===== src/rtl/extbus_sequencer.sv =====
`default_nettype none
// ============================================================================
// Module   : extbus_sequencer
// Brief    : Sequences one memory read/write or busio register access per
//            four-phase req/done handshake, with a bounded memory-ready wait.
// Revision : 1.0 - initial release
// ============================================================================
module extbus_sequencer #(
  parameter int WAIT_MAX = 16
) (
  input  logic       clk,
  input  logic       reset,
  input  logic       i_req,
  input  logic [1:0] i_op,
  input  logic [1:0] i_reg,
  input  logic       i_mem_ready,
  output logic [1:0] o_arx,
  output logic       o_ecx,
  output logic       o_wrx,
  output logic       o_astb,
  output logic       o_rd,
  output logic       o_wr,
  output logic       o_done,
  output logic       o_error
);

  localparam int              c_CW   = (WAIT_MAX > 1) ? $clog2(WAIT_MAX) : 1;
  localparam logic [c_CW-1:0] c_LAST = c_CW'(WAIT_MAX - 1);

  typedef enum logic [2:0] {
    ST_IDLE = 3'd0,
    ST_ADDR = 3'd1,
    ST_DATA = 3'd2,
    ST_REG  = 3'd3,
    ST_DONE = 3'd4
  } state_t;

  state_t          r_state;
  logic            r_op_wr;
  logic [c_CW-1:0] r_cnt;
  logic [1:0]      r_arx;
  logic            r_ecx;
  logic            r_wrx;
  logic            r_astb;
  logic            r_rd;
  logic            r_wr;
  logic            r_done;
  logic            r_error;

  // Outputs are loaded together with the state they belong to, so each
  // strobe is a plain flop output with no decode glitches.
  always_ff @(posedge clk) begin
    if (reset) begin
      r_state <= ST_DONE;
      r_op_wr <= 1'b0;
      r_cnt   <= '0;
      r_arx   <= 2'b11;
      r_ecx   <= 1'b0;
      r_wrx   <= 1'b0;
      r_astb  <= 1'b0;
      r_rd    <= 1'b0;
      r_wr    <= 1'b0;
      r_done  <= 1'b1;
      r_error <= 1'b0;
    end else begin
      case (r_state)
        ST_DONE: begin
          if (!i_req) begin
            r_state <= ST_IDLE;
            r_done  <= 1'b0;
          end
        end
        ST_IDLE: begin
          if (i_req) begin
            r_op_wr <= i_op[0];
            r_error <= 1'b0;
            r_cnt   <= '0;
            r_ecx   <= 1'b1;
            if (!i_op[1]) begin
              r_state <= ST_ADDR;
              r_arx   <= 2'b00;
              r_astb  <= 1'b1;
            end else begin
              r_state <= ST_REG;
              r_arx   <= i_reg;
              r_wrx   <= i_op[0];
            end
          end
        end
        ST_ADDR: begin
          r_state <= ST_DATA;
          r_arx   <= 2'b01;
          r_astb  <= 1'b0;
          r_rd    <= ~r_op_wr;
          r_wr    <= r_op_wr;
        end
        ST_DATA: begin
          // Ready is tested before the timeout, so ready in the last allowed
          // cycle still completes without error.
          if (i_mem_ready || (r_cnt == c_LAST)) begin
            r_state <= ST_DONE;
            r_error <= ~i_mem_ready;
            r_arx   <= 2'b11;
            r_ecx   <= 1'b0;
            r_rd    <= 1'b0;
            r_wr    <= 1'b0;
            r_done  <= 1'b1;
          end else begin
            r_cnt <= r_cnt + c_CW'(1);
          end
        end
        default: begin
          r_state <= ST_DONE;
          r_arx   <= 2'b11;
          r_ecx   <= 1'b0;
          r_wrx   <= 1'b0;
          r_astb  <= 1'b0;
          r_rd    <= 1'b0;
          r_wr    <= 1'b0;
          r_done  <= 1'b1;
        end
      endcase
    end
  end

  // Read data is latched into the busio register the same cycle memory
  // presents it, hence the one combinational path from i_mem_ready.
  assign o_wrx   = r_wrx | (r_rd & i_mem_ready);
  assign o_arx   = r_arx;
  assign o_ecx   = r_ecx;
  assign o_astb  = r_astb;
  assign o_rd    = r_rd;
  assign o_wr    = r_wr;
  assign o_done  = r_done;
  assign o_error = r_error;

endmodule
`default_nettype wire


===== config.mk =====
export PLATFORM = sky130hd
export DESIGN_NAME = extbus_sequencer
export DESIGN_NICKNAME = d
export VERILOG_FILES = /design/src/rtl/extbus_sequencer.sv
export SDC_FILE = /design/constraint.sdc
export NUM_CORES = 1
export LEC_CHECK = 0
export CORE_MARGIN = 2
export CORE_UTILIZATION = 40
export CTS_BUF_LIST = sky130_fd_sc_hd__clkbuf_8
export DETAILED_ROUTE_END_ITERATION = 10
export PLACE_DENSITY = 0.71
export RECOVER_POWER = 100
export SLEW_MARGIN = 40
export SYNTH_ARGS = -nofsm -noshare
export SYNTH_HDL_FRONTEND = slang
export SYNTH_SLANG_ARGS = --single-unit

===== constraint.sdc =====
create_clock -name clk -period 1.56 [get_ports clk]
set_input_delay 0.39 -clock clk [delete_from_list [all_inputs] [get_ports clk]]
set_output_delay 0.39 -clock clk [all_outputs]
set_load 0.005 [all_outputs]

* Yosys cells after proc, flatten, opt, wreduce, memory -nomap -nowiden *
Index checks and enable logic that the tools add are counted.

cells by class
  $add $sub $neg = 1
  multipliers = 0
  div/mod/pow operators = 0
  order comparisons = 0
  eq/ne operators = 10
  shifts and indexed selects = 0
  muxes and demuxes = 29
  bitwise operators = 10
  reduce and logical (&&, ||, !) cells = 18

operators by type and width
  operator               number
  $reduce_and A3 Y1      8
  $ne A2 B2 Y1 const B   6
  $pmux W1 S3            4
  $pmux W3 S4            1
  $mux W1                10
  $mux W3                3
  $mux W2                4
  $mux W4                2
  $not A1 Y1             8
  $pmux W2 S4            1
  $pmux W4 S2            1
  $reduce_or A2 Y1       4
  $pmux W1 S2            3
  $add A4 B1 Y4 const B  1
  $eq A4 B4 Y1 const B   1
  $reduce_and A2 Y1      2
  $eq A3 B1 Y1 const B   1
  $eq A3 B2 Y1 const B   1
  $eq A3 B3 Y1 const B   1
  $logic_not A3 Y1       1
  $reduce_or A3 Y1       1
  $reduce_bool A2 Y1     1
  $and A1 B1 Y1          1
  $logic_or A1 B1 Y1     1
  $or A1 B1 Y1           1

storage, ports and cells
  register bits after elaboration = 17
  bits in latches = 0
  bits in writable memories = 0
  ROM bits = 0
  bits of input ports = 8
  output and inout bits = 9
  memories kept = 0

* Depth between registers and ports, before layout *
Gate-level depths: netlist of run 1.

  depth in word-level cells = 4
  mapped depth = 5
  depth with buffers taken out = 4

* Least setup slack after synthesis of run 1 *
Ideal clock, no wire load.

  path type = register to register
  from = reg r_state[2]
  to = reg r_cnt[2]
  data arrival time = 1399 ps
  data required time = 1486 ps
  path slack = 87 ps
  stages on the path, launching flop included = 5
  path buffers = 1
  cells stage by stage = dfxtp_1 or4b_1 buf_2 a211o_1 a31oi_1

between the ends
  word-level cells in the longest chain between the ends = 3
  elaborated cells between the ends (all ways) = 7

ends and longest elaborated chain
  element                                                              RTL line  text
  start, declared                                                      38        state_t r_state;
  start signal, assigned                                               54        r_state <= ST_DONE;
  start signal, assigned                                               69        r_state <= ST_IDLE;
  start signal, assigned                                               80        r_state <= ST_ADDR;
  $eq A3 B2 Y1 / $logic_not A3 Y1 (equally long branches)              66        case (r_state)
  $ne A2 B2 Y1 (no line) / $reduce_bool A2 Y1 (equally long branches)  n/a
  $reduce_and A3 Y1 (no line)                                          n/a
  end signal, assigned                                                 109       r_cnt <= r_cnt + c_CW'(1);
  end, declared                                                        40        logic [c_CW-1:0] r_cnt;

Several ways; a longest one is shown, not always the timed one.
A chain may end at the register's enable or synchronous reset.

* Worst setup path after layout of run 1 *
  from = reg r_rd (netlist: o_rd)
  to = out o_rd

RTL lines
  element                 RTL line  text
  start, declared         45        logic r_rd;
  start signal, assigned  94        r_rd <= ~r_op_wr;
  end, declared           21        output logic o_rd,

No word-level cell between the ends.

==> results of run 1 <==
power groups by stage:
stage	clock [mW]	combinational (mW)	sequential (mW)
after floorplan	0	0.120	0.494
after global placement	0	0.247	0.495
after detailed placement	0	0.251	0.496
after CTS	0.326	0.255	0.487
after global routing	0.342	0.273	0.491
final	0.321	0.248	0.488
Yosys cell counts (all sizes together):
| library cell | instances | area (µm²) |
|---|---|---|
| nand3 | 3 | 15.0 |
| o221ai | 1 | 8.76 |
| a221oi | 1 | 8.76 |
| nor4 | 1 | 6.26 |
| nand2b | 3 | 18.8 |
| a31oi | 2 | 12.5 |
| a21oi | 6 | 30.0 |
| a31o | 2 | 17.5 |
| a311oi | 1 | 8.76 |
| nor4b | 2 | 17.5 |
| inv | 6 | 22.5 |
| nor3 | 4 | 20.0 |
| o2111ai | 2 | 17.5 |
| nor2 | 7 | 26.3 |
| ha | 1 | 12.5 |
| o31ai | 1 | 7.51 |
| a21o | 3 | 22.5 |
| o22ai | 1 | 6.26 |
| or4b | 1 | 10.0 |
| o211ai | 2 | 15.0 |
| o311ai | 1 | 8.76 |
| dfxtp | 17 | 340 |
| a22oi | 1 | 7.51 |
| mux2i | 2 | 20.0 |
| o41ai | 1 | 8.76 |
| nand2 | 9 | 33.8 |
| nor2b | 2 | 12.5 |
| a211oi | 2 | 15.0 |
| a2bb2oi | 2 | 17.5 |
| and3 | 3 | 18.8 |
| buf | 1 | 5.00 |
| or3 | 3 | 18.8 |
| clkbuf | 9 | 33.8 |
| or3b | 1 | 8.76 |
| a211o | 3 | 26.3 |
| a311o | 1 | 10.0 |
cell type report:
type | instances | area (µm²)
Fill cell | 216 | 928
Inverter | 6 | 22.5
Clock inverter | 1 | 3.75
Timing Repair Buffer | 34 | 274
Clock buffer | 3 | 41.3
Tap cell | 28 | 35.0
Sequential cell | 17 | 343
Multi-Input combinational cell | 75 | 500
worst register-to-register path: stages, from the launching register on:
cell and delay (ns):
dfxtp_1 0.35, or4b_4 0.58, clkbuf_2 0.17, o311ai_0 0.12, a31oi_1 0.14
registers in the layout (all words and copies together) (netlist names):
| name | count |
|---|---|
| o_wr | 1 |
| o_arx | 2 |
| o_error | 1 |
| o_ecx | 1 |
| r_cnt | 4 |
| r_state | 3 |
| o_done | 1 |
| o_rd | 1 |
| r_op_wr | 1 |
| r_wrx | 1 |
| o_astb | 1 |
cells in the final DEF (no fill, tap or decap), types with 3 or more instances in the layout:
| cell type | count |
|---|---|
| dfxtp_1 | 15 |
| clkdlybuf4s50_1 | 12 |
| buf_4 | 12 |
| nand2_1 | 9 |
| nor2_1 | 7 |
| inv_1 | 7 |
| a21oi_1 | 6 |
| nor3_1 | 4 |
| clkbuf_1 | 4 |
| a21o_1 | 3 |
| nand2b_1 | 3 |
| or3_1 | 3 |
| nand3_1 | 3 |
| and3_1 | 3 |
| a211o_1 | 3 |
| clkbuf_8 | 3 |
| dlygate4sd2_1 | 3 |
repair_timing:
item,in CTS,in global routing
setup endpoints to repair,9,5
gates resized for setup,6,5
pin swaps,2,0
buffers inserted,0,0
hold endpoints to repair,0,0
cell families after synthesis:
| kind of cell | count (synthesis) |
|---|---|
| multiplexers | 2 |
| AO/OA/AOI/OAI | 33 |
| buffers and inverters | 16 |
| AND/OR/NAND/NOR | 39 |
| adder cells (fa/ha/maj) | 1 |
| flip-flops | 17 |
how the worst max path moves through the flow:
stage | from | to | slack (ns) | cells after the start
2_1_floorplan | r_state[2] | r_cnt[2] | 0.09 | 4
3_3_place_gp | i_req | r_cnt[2] | -0.35 | 4
3_5_place_dp | i_req | r_cnt[2] | -0.41 | 4
4_1_cts | o_wr | o_wr | 0.03 | 1
5_1_grt | r_cnt[1] | o_done | 0.01 | 5
6_report | o_rd | o_rd | 0.06 | 1
layer usage:
| metal | share of wire [%] | up-vias | routed length (µm) | global-route usage [%] |
|---|---|---|---|---|
| li1 | - | 459 | - | - |
| met1 | 48 | 420 | 1010 | 24.1 |
| met2 | 47 | 20 | 992 | 29.7 |
| met3 | 3.6 | 5 | 75 | 3.80 |
| met4 | 1.6 | 0 | 33 | 9.46 |
| met5 | 0 | - | 0 | 0 |
==> results.toml, run 1 <==
[min_path]
hp-class = "reg2reg"
holdPathEnd = "r_op_wr"
holdPathStages = 2
hold_path_startpoint = "r_op_wr"

[sta]
fmax_ghz = 0.667
setup_ws_ns = 0.0618
holdWs_ns = 0.479
period_share_pct = 96.0
final.setup.tns_ns = 0
rsz0062_at_grt = "no"
period_minus_slack_ns = 1.50
final_hold_viol_count = 0
slew_viol_final = 0
setup_viol = 0
slew_headroom_pct = 77.3
worst_slew_pin_slew_ns = 0.341
finClkSkew_ns = 0.00186

[floorplanning]
die_area_um2 = 2620
ioPinCount = 17
die_x_um = 51.2
start_util_pct = 41.4
die_height_um = 51.2
rows = 17
core_um2 = 2150

[power]
power_mw = 1.06
combPwrFrac_pct = 23.4
p_sw_share_pct = 26.7
clock_power_share_pct = 30.4
internal_power_mw = 0.774
seqPwrFrac_pct = 46.2
p_sw_mw = 0.283
p_leak_nw = 0.492
peakVddDrop_v = 0.000539
powerDensity_nw_per_um2 = 866

[cells_and_area]
nets = 146
final_area_um2 = 1220
antenna_cells = 0
fin_util_pct = 56.8
drive_above_1_share_pct = 17.6
syn_to_final_growth_pct = 37.1
stdcell_count = 164

[detailed_routing]
route.detailed.drc = 0
vias_per_cell = 5.51
first_pass_iters = 4
vias = 904
drt-wirelength-per-cell_um = 12.9
drt_iter0_markers = 18
ant_nets = 0
routed_wl_mm = 2.11

[place]
place_hpwl_mm = 1.60
pre_cts_ws_ns = -0.407
io_buffers = 16
gp_congestion = 0.866
place_inst = 160
placedInstanceArea_um2 = 1180

[synth]
synth_top_family_by_area = "compound AO/OA/AOI/OAI gates"
synth_area_um2 = 890
netlist_instances = 108
ys_types = 36
synthXorXnorAreaFrac_pct = 0
synthMuxAreaShare_pct = 2.25
synth_area_per_cell_um2 = 8.24
syn-num-nets = 117
synth-adder-area-share_pct = 1.41
ys_seq_area_share_pct = 38.3
ys_ff_latch = 17
yosys.area_share.simple_pct = 23.2
synth_warnings = 0
synth_compound_area_share_pct = 28.0

[grt]
grt_pass1_vias = 881
grt_pass1_wl_mm = 3.69
antenna_found_initial = 0
grt.total_usage_pct = 18.8
overflow = 0
grt_max_degree = 12

[worst_setup_path]
crit_type = "reg2out"
reg2regPathDepth = 4
path_max_fanout = 5
slowest_stage = "clkdlybuf4s50_1"
required_ns = 1.17
crit_chain = "clkdlybuf4s50_1"
cp.arrival_ns = 1.11
path_buf_inv = 1
cpLargestDelayFamily = "buffers and inverters"
end_kind = "primary output"
cpPeakStageDelay_ns = 0.50
startpoint_type = "register"
rrSetupSlack_ns = 0.07
crit-reg2reg-capture = "r_cnt[2]"
r2r-start = "r_state[2]"

[clock_network]
numCtsBuffers = 3
root_buffer = "clkbuf_8"
cts_tree = "done"
cts-htree-levels = 1
clock_latency_ns = 0.25
clockBufferDepth = 2
cts.clk_slew.worst_paths_ns = 0.06
holdBufCountCts = 0
clock_sink_count = 17

[outcome]
status = "complete, no violations"

[job]
cap_viol_max_count = 0
No activity file was read; power rests on OpenSTA's default activity.
==> inputs of run 2 (changes only) <==
--- a/config.mk
+++ b/config.mk
@@ -9,7 +9,7 @@
 export CORE_UTILIZATION = 40
 export CTS_BUF_LIST = sky130_fd_sc_hd__clkbuf_8
 export DETAILED_ROUTE_END_ITERATION = 10
-export PLACE_DENSITY = 0.71
+export PLACE_DENSITY = 0.68
 export RECOVER_POWER = 100
 export SLEW_MARGIN = 40
 export SYNTH_ARGS = -nofsm -noshare
==> constraint.sdc (replaced) <==
create_clock -name clk -period 1.9 [get_ports clk]
set_input_delay 0.475 -clock clk [delete_from_list [all_inputs] [get_ports clk]]
set_output_delay 0.475 -clock clk [all_outputs]
set_load 0.01 [all_outputs]
==> run 2 against run 1 <==
  * Sequential share of layout area rose by 0.99 points
  * Combinational power decreased by 27%
  * Die area did not move
  * Worst setup slack improved by 0.023 ns
  * Clock skew increased by 0.0026 ns
  * Total power fell by 19%
  * Clock-buffer cell count unchanged
  * Critical path type is now in2out
==> results.toml, run 2 (same netlist as run 1, synthesis figures left out) <==
[cells_and_area]
fin_util_pct = 54.5
nets = 140
fillers = 212
multi_input_area_um2 = 488
regArea_um2 = 340
largest_reg_flops = 4
syn_to_final_growth_pct = 31.5
regMostFlops = "r_cnt"
final_area_um2 = 1170
drive_above_1_share_pct = 11.5
antenna_cells = 0
layout_commonest_cell = "dfxtp_1"
stdcell_count = 158
layout_common_cells = "dfxtp_1, nand2_1, dlygate4sd3_1"

[place]
placedInstanceArea_um2 = 1140
gp_congestion = 0.803
place_hpwl_mm = 1.45
io_buffers = 16
place_inst = 154

[worst_setup_path]
reg2regPathDepth = 4
slowest_stage = "clkdlybuf4s50_1"
rrSetupSlack_ns = 0.23
cpPeakStageDelay_ns = 0.42
end_kind = "primary output"
crit-reg2reg-capture = "r_cnt[2]"
cp.arrival_ns = 1.34
required_ns = 1.42
crit_type = "in2out"
r2r-start = "r_state[0]"
path_max_fanout = 2
cpLargestDelayFamily = "buffers and inverters"
crit_chain = "clkdlybuf4s50_1 > a21o_1 > dlygate4sd2_1"
path_buf_inv = 2
startpoint_type = "input port"

[sta]
slew_headroom_pct = 66.1
fmax_ghz = 0.551
setup_viol = 0
worst_slew_pin_slew_ns = 0.508
rsz0062_at_grt = "no"
finClkSkew_ns = 0.00451
slew_viol_final = 0
final_hold_viol_count = 0
period_minus_slack_ns = 1.82
period_share_pct = 95.6

[power]
power_mw = 0.854
powerDensity_nw_per_um2 = 730
peakVddDrop_v = 0.000544
p_leak_nw = 0.459

[clock_network]
clockBufferDepth = 2
root_buffer = "clkbuf_8"
cts_tree = "done"
cts.clk_slew.worst_paths_ns = 0.07
cts-htree-levels = 1
clock_sink_count = 17
numCtsBuffers = 3
clock_latency_ns = 0.25
holdBufCountCts = 0

[job]
cap_viol_max_count = 0

[detailed_routing]
route.detailed.drc = 0
vias = 867
drt-wirelength-per-cell_um = 12.4
first_pass_iters = 4
ant_nets = 0
drt_iter0_markers = 14
routed_wl_mm = 1.97
vias_per_cell = 5.49

[floorplanning]
die_area_um2 = 2620
rows = 17
die_x_um = 51.2
die_height_um = 51.2
start_util_pct = 41.4
ioPinCount = 17
core_um2 = 2150

[grt]
grt.total_usage_pct = 16.9
grt_pass1_wl_mm = 3.46
grt_max_degree = 16
grt_pass1_vias = 768
antenna_found_initial = 0
overflow = 0

[outcome]
status = "complete, no violations"

[min_path]
hp-class = "reg2reg"
holdPathEnd = "r_op_wr"
holdPathStages = 2
hold_path_startpoint = "r_op_wr"
==> run 2: power by group <==
| group | switching [mW] | internal, mW | total, mW |
|---|---|---|---|
| Sequential | 0.0252 | 0.381 | 0.406 |
| Clock | 0.122 | 0.145 | 0.267 |
| Combinational | 0.0853 | 0.0959 | 0.181 |
==> run 2: repair_timing <==
action,in CTS,in global routing
setup buffers,0,0
gates resized for setup,1,0
setup endpoints to repair,1,0
==> run 2: metrics by stage <==
step	worst slack [ns]	setup TNS, ns	hold WS [ns]
6_report	0.0845	0	0.479
5_1_grt	0.0517	0	0.505
4_1_cts	0.0718	0	0.488
3_5_place_dp	-0.165	-0.621	0.459
3_3_place_gp	-0.162	-0.474	0.454
2_1_floorplan	0.361	0	0.444
==> run 2: per-layer routing <==
layer	part of all wire, %	GRT usage [%]	vias to the layer above
li1	-	-	449
met1	49	23.3	407
met2	47	27.1	11
met3	3.2	3.51	0
met4	0	4.05	0
met5	0	0	-
==> run 2: how the worst max path moves through the flow <==
stage / end / cells past startpoint / slack, ns / start
finish: o_wrx / 3 / 0.08 / i_mem_ready
CTS: o_wrx / 3 / 0.07 / i_mem_ready
floorplan: r_cnt[2] / 4 / 0.36 / i_req
detailed placement: o_wrx / 3 / -0.16 / i_mem_ready
global route: o_wrx / 3 / 0.05 / i_mem_ready
global placement: o_wrx / 3 / -0.16 / i_mem_ready
==> run 2: tightest hold or removal path, stage by stage (launching register included) <==
cell and delay (ns):
dfxtp_1 0.32, nand2_1 0.05, a21oi_1 0.06
==> run 2: final cells by class <==
type | count | share of cell area [%]
inverters | 6 | 1.93
clock buffers | 3 | 3.53
repair buffers | 28 | 20.3
flip-flops and latches | 17 | 29.1
multi-input cells | 75 | 41.7
clock inverters | 1 | 0.428
well taps | 28 | 2.99
